===== src/rtl/rapcore_spi_pkg.sv =====
// rapcore_spi_pkg: shared constants and state encoding for the RAPcore SPI command front end.
// Revision: 1.0
`default_nettype none

package rapcore_spi_pkg;

  localparam int SPI_WORD_BITS      = 64;
  localparam int SPI_BYTE_BITS      = 8;
  localparam bit SPI_LSB_BYTE_FIRST = 1'b1;
  localparam int SPI_SYNC_STAGES    = 2;

  typedef enum logic [0:0] {
    ST_IDLE   = 1'b0,
    ST_ACTIVE = 1'b1
  } spi_state_t;

endpackage

`default_nettype wire


===== src/rtl/spi_sync_edge.sv =====
// spi_sync_edge: multi-flop pin synchronizer with optional registered rise/fall pulses.
// Revision: 1.0
`default_nettype none

module spi_sync_edge #(
  parameter int STAGES    = 2,
  parameter bit RESET_VAL = 1'b0,
  parameter bit EDGE_EN   = 1'b1
) (
  input  logic clk,
  input  logic rst_n,
  input  logic i_d,
  output logic o_q,
  output logic o_rise,
  output logic o_fall
);

  logic [STAGES-1:0] r_sync;

  always_ff @(posedge clk or negedge rst_n) begin
    if (!rst_n) begin
      r_sync <= {STAGES{RESET_VAL}};
    end else begin
      r_sync <= {r_sync[STAGES-2:0], i_d};
    end
  end

  assign o_q = r_sync[STAGES-1];

  generate
    if (EDGE_EN) begin : g_edge
      logic r_prev;
      logic r_rise;
      logic r_fall;

      // Edge pulses are registered so they line up one cycle after the synchronized level changes.
      always_ff @(posedge clk or negedge rst_n) begin
        if (!rst_n) begin
          r_prev <= RESET_VAL;
          r_rise <= 1'b0;
          r_fall <= 1'b0;
        end else begin
          r_prev <= o_q;
          r_rise <= o_q & ~r_prev;
          r_fall <= ~o_q & r_prev;
        end
      end

      assign o_rise = r_rise;
      assign o_fall = r_fall;
    end else begin : g_no_edge
      assign o_rise = 1'b0;
      assign o_fall = 1'b0;
    end
  endgenerate

endmodule

`default_nettype wire


===== src/rtl/spi_word_target.sv =====
// spi_word_target: oversampled SPI mode-0 target assembling LSB-byte-first command words.
// Readback path enabled by defining SPI_TARGET_TX_EN. Revision: 1.0
`default_nettype none

module spi_word_target
  import rapcore_spi_pkg::*;
#(
  parameter int WORD_BITS   = SPI_WORD_BITS,
  parameter int SYNC_STAGES = SPI_SYNC_STAGES
) (
  input  logic                 CLK,
  input  logic                 resetn,
  input  logic                 SCK,
  input  logic                 CS,
  input  logic                 COPI,
  output logic                 CIPO,
  output logic [WORD_BITS-1:0] rx_word,
  output logic                 rx_valid,
  output logic                 rx_abort,
  input  logic [WORD_BITS-1:0] tx_word,
  input  logic                 tx_load,
  output logic                 tx_ready,
  output logic                 tx_underrun,
  output logic                 busy
);

  localparam int             BYTES     = WORD_BITS / SPI_BYTE_BITS;
  localparam int             BW        = $clog2(BYTES);
  localparam logic [BW-1:0]  LAST_BYTE = BW'(BYTES - 1);

  logic w_sck_q, w_sck_rise, w_sck_fall;
  logic w_cs_q, w_cs_rise, w_cs_fall;
  logic w_copi, w_copi_rise, w_copi_fall;

  spi_sync_edge #(.STAGES(SYNC_STAGES), .RESET_VAL(1'b0), .EDGE_EN(1'b1)) u_sync_sck (
    .clk(CLK), .rst_n(resetn), .i_d(SCK), .o_q(w_sck_q), .o_rise(w_sck_rise), .o_fall(w_sck_fall)
  );
  spi_sync_edge #(.STAGES(SYNC_STAGES), .RESET_VAL(1'b1), .EDGE_EN(1'b1)) u_sync_cs (
    .clk(CLK), .rst_n(resetn), .i_d(CS), .o_q(w_cs_q), .o_rise(w_cs_rise), .o_fall(w_cs_fall)
  );
  spi_sync_edge #(.STAGES(SYNC_STAGES), .RESET_VAL(1'b0), .EDGE_EN(1'b0)) u_sync_copi (
    .clk(CLK), .rst_n(resetn), .i_d(COPI), .o_q(w_copi), .o_rise(w_copi_rise), .o_fall(w_copi_fall)
  );

  logic w_unused_sync;
  assign w_unused_sync = &{1'b0, w_sck_q, w_cs_q, w_copi_rise, w_copi_fall};

  spi_state_t           r_state;
  logic [2:0]           r_bit_cnt;
  logic [BW-1:0]        r_byte_cnt;
  logic [6:0]           r_byte;
  logic [WORD_BITS-1:0] r_asm;
  logic [WORD_BITS-1:0] r_rx_word;
  logic                 r_rx_valid;
  logic                 r_rx_abort;

  logic [7:0]           w_byte;
  logic [BW-1:0]        w_lane;
  logic [WORD_BITS-1:0] w_asm_next;
  logic                 w_word_done;
  logic                 w_word_start;

  assign w_byte       = {r_byte, w_copi};
  assign w_lane       = SPI_LSB_BYTE_FIRST ? r_byte_cnt : (LAST_BYTE - r_byte_cnt);
  assign w_word_done  = (r_state == ST_ACTIVE) && !w_cs_rise && w_sck_rise &&
                        (r_bit_cnt == 3'd7) && (r_byte_cnt == LAST_BYTE);
  assign w_word_start = ((r_state == ST_IDLE) && w_cs_fall) || w_word_done;

  always_comb begin
    w_asm_next = r_asm;
    w_asm_next[{w_lane, 3'b000} +: 8] = w_byte;
  end

  always_ff @(posedge CLK or negedge resetn) begin
    if (!resetn) begin
      r_state    <= ST_IDLE;
      r_bit_cnt  <= 3'd0;
      r_byte_cnt <= '0;
      r_byte     <= 7'd0;
      r_asm      <= '0;
      r_rx_word  <= '0;
      r_rx_valid <= 1'b0;
      r_rx_abort <= 1'b0;
    end else begin
      r_rx_valid <= 1'b0;
      r_rx_abort <= 1'b0;
      case (r_state)
        ST_IDLE: begin
          if (w_cs_fall) begin
            r_state    <= ST_ACTIVE;
            r_bit_cnt  <= 3'd0;
            r_byte_cnt <= '0;
          end
        end
        ST_ACTIVE: begin
          if (w_cs_rise) begin
            r_state    <= ST_IDLE;
            r_rx_abort <= (r_bit_cnt != 3'd0) || (r_byte_cnt != '0);
            r_bit_cnt  <= 3'd0;
            r_byte_cnt <= '0;
          end else if (w_sck_rise) begin
            r_byte    <= w_byte[6:0];
            r_bit_cnt <= r_bit_cnt + 3'd1;
            if (r_bit_cnt == 3'd7) begin
              r_asm <= w_asm_next;
              if (r_byte_cnt == LAST_BYTE) begin
                r_rx_word  <= w_asm_next;
                r_rx_valid <= 1'b1;
                r_byte_cnt <= '0;
              end else begin
                r_byte_cnt <= r_byte_cnt + 1'b1;
              end
            end
          end
        end
        default: r_state <= ST_IDLE;
      endcase
    end
  end

  assign rx_word  = r_rx_word;
  assign rx_valid = r_rx_valid;
  assign rx_abort = r_rx_abort;
  assign busy     = (r_state == ST_ACTIVE);

`ifdef SPI_TARGET_TX_EN
  localparam logic [BW-1:0] FIRST_LANE = SPI_LSB_BYTE_FIRST ? '0 : LAST_BYTE;

  logic [WORD_BITS-1:0] r_hold;
  logic [WORD_BITS-1:0] r_tx_sh;
  logic                 r_hold_full;
  logic                 r_cipo;
  logic                 r_underrun;

  // The bit on the wire is indexed by the receive counters, so a wrap needs no extra bookkeeping.
  always_ff @(posedge CLK or negedge resetn) begin
    if (!resetn) begin
      r_hold      <= '0;
      r_tx_sh     <= '0;
      r_hold_full <= 1'b0;
      r_cipo      <= 1'b0;
      r_underrun  <= 1'b0;
    end else begin
      r_underrun <= 1'b0;
      if (w_word_start) begin
        if (r_hold_full) begin
          r_tx_sh     <= r_hold;
          r_cipo      <= r_hold[{FIRST_LANE, 3'b111}];
          r_hold_full <= 1'b0;
        end else begin
          r_tx_sh    <= '0;
          r_cipo     <= 1'b0;
          r_underrun <= 1'b1;
          if (tx_load) begin
            r_hold      <= tx_word;
            r_hold_full <= 1'b1;
          end
        end
      end else begin
        if (tx_load && !r_hold_full) begin
          r_hold      <= tx_word;
          r_hold_full <= 1'b1;
        end
        if ((r_state == ST_ACTIVE) && w_sck_fall) begin
          r_cipo <= r_tx_sh[{w_lane, ~r_bit_cnt}];
        end
      end
    end
  end

  assign CIPO        = r_cipo;
  assign tx_ready    = ~r_hold_full;
  assign tx_underrun = r_underrun;
`else
  logic w_unused_tx;
  assign w_unused_tx = &{1'b0, tx_word, tx_load, w_word_start, w_sck_fall};

  assign CIPO        = 1'b0;
  assign tx_ready    = 1'b0;
  assign tx_underrun = 1'b0;
`endif

endmodule

`default_nettype wire

===== config.mk =====
export PLATFORM = sky130hd
export DESIGN_NAME = spi_word_target
export DESIGN_NICKNAME = d
export VERILOG_FILES = /design/src/rtl/rapcore_spi_pkg.sv /design/src/rtl/spi_sync_edge.sv /design/src/rtl/spi_word_target.sv
export SDC_FILE = /design/constraint.sdc
export NUM_CORES = 1
export LEC_CHECK = 0
export ABC_AREA = 1
export BUFFER_PORTS_ARGS = -buffer_cell sky130_fd_sc_hd__buf_2
export CORE_UTILIZATION = 55
export DETAILED_ROUTE_END_ITERATION = 8
export GPL_ROUTABILITY_DRIVEN = 1
export MAX_ROUTING_LAYER = met4
export PLACE_DENSITY = 0.79
export REMOVE_ABC_BUFFERS = 1
export SKIP_LAST_GASP = 1
export SYNTH_ARGS = -nofsm -noshare
export SYNTH_HDL_FRONTEND = slang
export SYNTH_SLANG_ARGS = --single-unit

===== constraint.sdc =====
create_clock -name CLK -period 2.2 [get_ports CLK]
set_input_delay 0.55 -clock CLK [delete_from_list [all_inputs] [get_ports CLK]]
set_output_delay 0.55 -clock CLK [all_outputs]
set_load 0.05 [all_outputs]

==> results.tsv <==
stage	metric	value	unit
setup_path	reg-to-reg slack, setup	0.12	ns
setup_path	CP Class	reg -> reg	
route	DR WL met3	776	um
final_layout	post-route cell area	8520	um^2
pwr	Switch Pwr	2.47	mW
route	Routed met2 length	7740	um
logic_synthesis	Seq/Total Area, Yosys	0.538	
min_path	worst hold path class	in -> async	
final_layout	multi-input logic area	2730	um^2
route	Routed Antenna Nets	0	
logic_synthesis	Most used DFF post-synth	dfrtp_1	
global_routing	global-route wire length before repair	27300	um
timing	setup violators final	0	
die	Initial Util	0.568	
logic_synthesis	yosys warns	0	
pwr	switch share	0.301	
pwr	Peak VDD IR	0.647	mV
logic_synthesis	synthesized instance count	907	
pwr	Clock Power Share	0.414	
global_routing	initial antenna violation count	0	
route	Residual DRC	0	
setup_path	FF-to-FF End	r_asm[0]	
flow_run	number of max-cap violations	0	
clocking	Reg clk slew, reported paths	0.06	ns
placement	port bufs	71	
global_routing	largest net degree at the start of global routing	55	
clocking	htree depth	4	
timing	Worst Skew	0.00873	ns
logic_synthesis	Seq cells post-synth	155	
die	die height	117	um
timing	Hold Fails Final Rpt	0	
clocking	clock sink count	155	
clocking	Hold-fix buffers, CTS	0	
timing	minimum clock period	2.08	ns
logic_synthesis	Avg Synthesized Cell Area	7.96	um^2
clocking	Root Buffer	clkbuf_16	
setup_path	CP endpoint	r_asm[0]	
placement	area post-placement	7820	um^2
logic_synthesis	ys async rst share	1.00	
die	die area	13600	um^2
setup_path	CP Max Fanout	6	
final_layout	Register Area	3880	um^2
setup_path	CP Launch Point	r_byte_cnt[1]	
logic_synthesis	post-synth cell types	24	
global_routing	GRT Util Overall	0.271	
die	core footprint	12700	um^2
placement	Final GP Congestion	0.841	
final_layout	share of layout cells above drive strength 1	0.153	
logic_synthesis	Synth area leader	dfrtp_1	
setup_path	Crit. End Element	flop	
route	DR pass1 iterations	6	
timing	final worst path period share	0.943	
setup_path	Worst EP arrival	2.39	ns
clocking	latest clock arrival within the worst-skew pair	0.42	ns
clocking	CTS tree	yes	
pwr	total chip power	8.23	mW
route	M1 WL	7340	um
logic_synthesis	Post-synth EDFFs	0	
clocking	Max Buffers Root-to-Sink	2	
final_layout	FILL cells	1032	
logic_synthesis	largest cells by area after synthesis	dfrtp_1 (53%), nand2_1 (19%), nand3_1 (12%)	
final_layout	antenna fix cells	0	
timing	unrepaired setup endpoints after global routing	no	
die	row cnt	41	
pwr	Leak	4.83	nW
route	Top Metal Used	met4	
logic_synthesis	Synth top area share	0.527	
setup_path	critical path required time	2.51	ns
route	DR vias	6103	
die	Die W	117	um
global_routing	via count of the first global-routing pass	5675	
final_layout	area grow syn2layout	18.0	%
route	DRT Wirelength	16200	um
die	Top Ports	140	
pwr	sequential share of power	0.363	
final_layout	final-stage net count	1070	
route	vias per cell	5.19	
logic_synthesis	Post-Syn Area	7220	um^2
clocking	Num CTS Buffers	17	
pwr	Power per Cell Area	965	nW/um^2
setup_path	FF-to-FF Start	r_byte_cnt[1]	
global_routing	total grt overflow	0	
status	status	completed	
setup_path	R2R cell count	10	
timing	Slew Limit Fails	0	
pwr	combinational power share	0.224	
route	Initial DRC Count	492	
setup_path	CP Launch Type	flop	
pwr	Internal Power	5.75	mW
placement	dpl hpwl	10700	um
route	wire per inst	13.8	um
timing	fmax	482	MHz
==> power by group through the flow <==
stage | Clock [mW] | Combinational (mW) | Sequential [mW]
after floorplan | 0 | 1.11 | 3.08
after global placement | 0 | 1.72 | 3.03
after detailed placement | 0 | 1.75 | 3.03
after CTS | 3.43 | 1.77 | 2.98
after global routing | 3.55 | 2.05 | 2.99
final | 3.40 | 1.84 | 2.98
==> sequential cells by signal, indices dropped and copies added, names as in the netlist, 2 cells and up <==
register,count
r_asm,64
rx_word,64
u_sync_sck.r_sync,2
r_byte,7
u_sync_cs.r_sync,2
u_sync_copi.r_sync,2
r_bit_cnt,3
r_byte_cnt,3
==> worst min path at each step <==
stage                               from              endpoint  slack, ns
global placement    u_sync_sck.r_sync[0]  u_sync_sck.r_sync[1]       0.33
floorplan                         resetn                  busy       0.25
global route                      resetn           rx_word[18]       0.06
finish                            resetn  u_sync_sck.r_sync[1]       0.04
CTS                               resetn             r_asm[53]       0.04
detailed placement  u_sync_sck.r_sync[0]  u_sync_sck.r_sync[1]       0.34
==> worst max-delay path, cell delays in order, from the launching register on <==
cell and delay [ns]:
dfrtp_1 0.42, inv_1 0.16, ha_1 0.21, ha_2 0.33, inv_2 0.12, nand2_1 0.10, nor2_4 0.17, buf_4 0.16
nand3_1 0.10, nand3_1 0.14, nand2_1 0.06
==> area by class of cell <==
type	instances	area share
Clock buffer	24	0.0553
Clock inverter	8	0.0252
Inverter	96	0.0424
Multi-Input combinational cell	616	0.320
Sequential cell	155	0.456
Tap cell	172	0.0252
Timing Repair Buffer	104	0.0759
==> per-stage QoR <==
stage          std cells  hold WS [ns]  TNS (ns)  worst slack (ns)   util
3_5_place_dp        1142         0.338         0            0.0902  0.615
5_1_grt             1175        0.0589         0           0.00192  0.670
4_1_cts             1174        0.0418         0            0.0650  0.669
3_3_place_gp        1142         0.335         0             0.144  0.615
2_1_floorplan        867         0.254    -64.14            -0.879      -
6_report            1175        0.0399         0             0.125  0.670
==> synthesized netlist by cell type, types with 3 or more instances <==
master and n:
nand2_1 371, nand3_1 175, dfrtp_1 152, inv_1 89
buf_2 27, o21ai_0 22, nor2_1 14, ha_1 10
o21ai_1 9, buf_4 6, buf_6 6, inv_2 5
nor2_4 4, clkbuf_1 3, dfstp_2 3, nor2_2 3
==> layout by cell type (no fill, tap or decap), drive strengths merged <==
cell type    n
nand2      372
nand3      177
dfrtp      152
buf        104
inv         94
o21ai       31
clkbuf      24
nor2        21
ha          10
bufinv       7
conb         3
dfstp        3
clkinv       3
a311oi       1
or2          1
==> what timing repair did <==
action,in CTS,in global routing
gates resized for setup,0,2
setup buffers,0,1
setup endpoints to repair,0,53
==> cell families after synthesis <==
logic type / synth area share
simple gates: 0.336
other cells: 0.000519
flops: 0.538
fa+ha+maj: 0.0173
buf+inv: 0.0859
compound gates: 0.0227
==> metal layers <==
metal	track usage	up-vias
met2	0.413	202
met4	0.0937	0
met1	0.364	2878
li1	-	2996
met5	-	-
met3	0.0529	27
(Power assumes the default switching activity.)
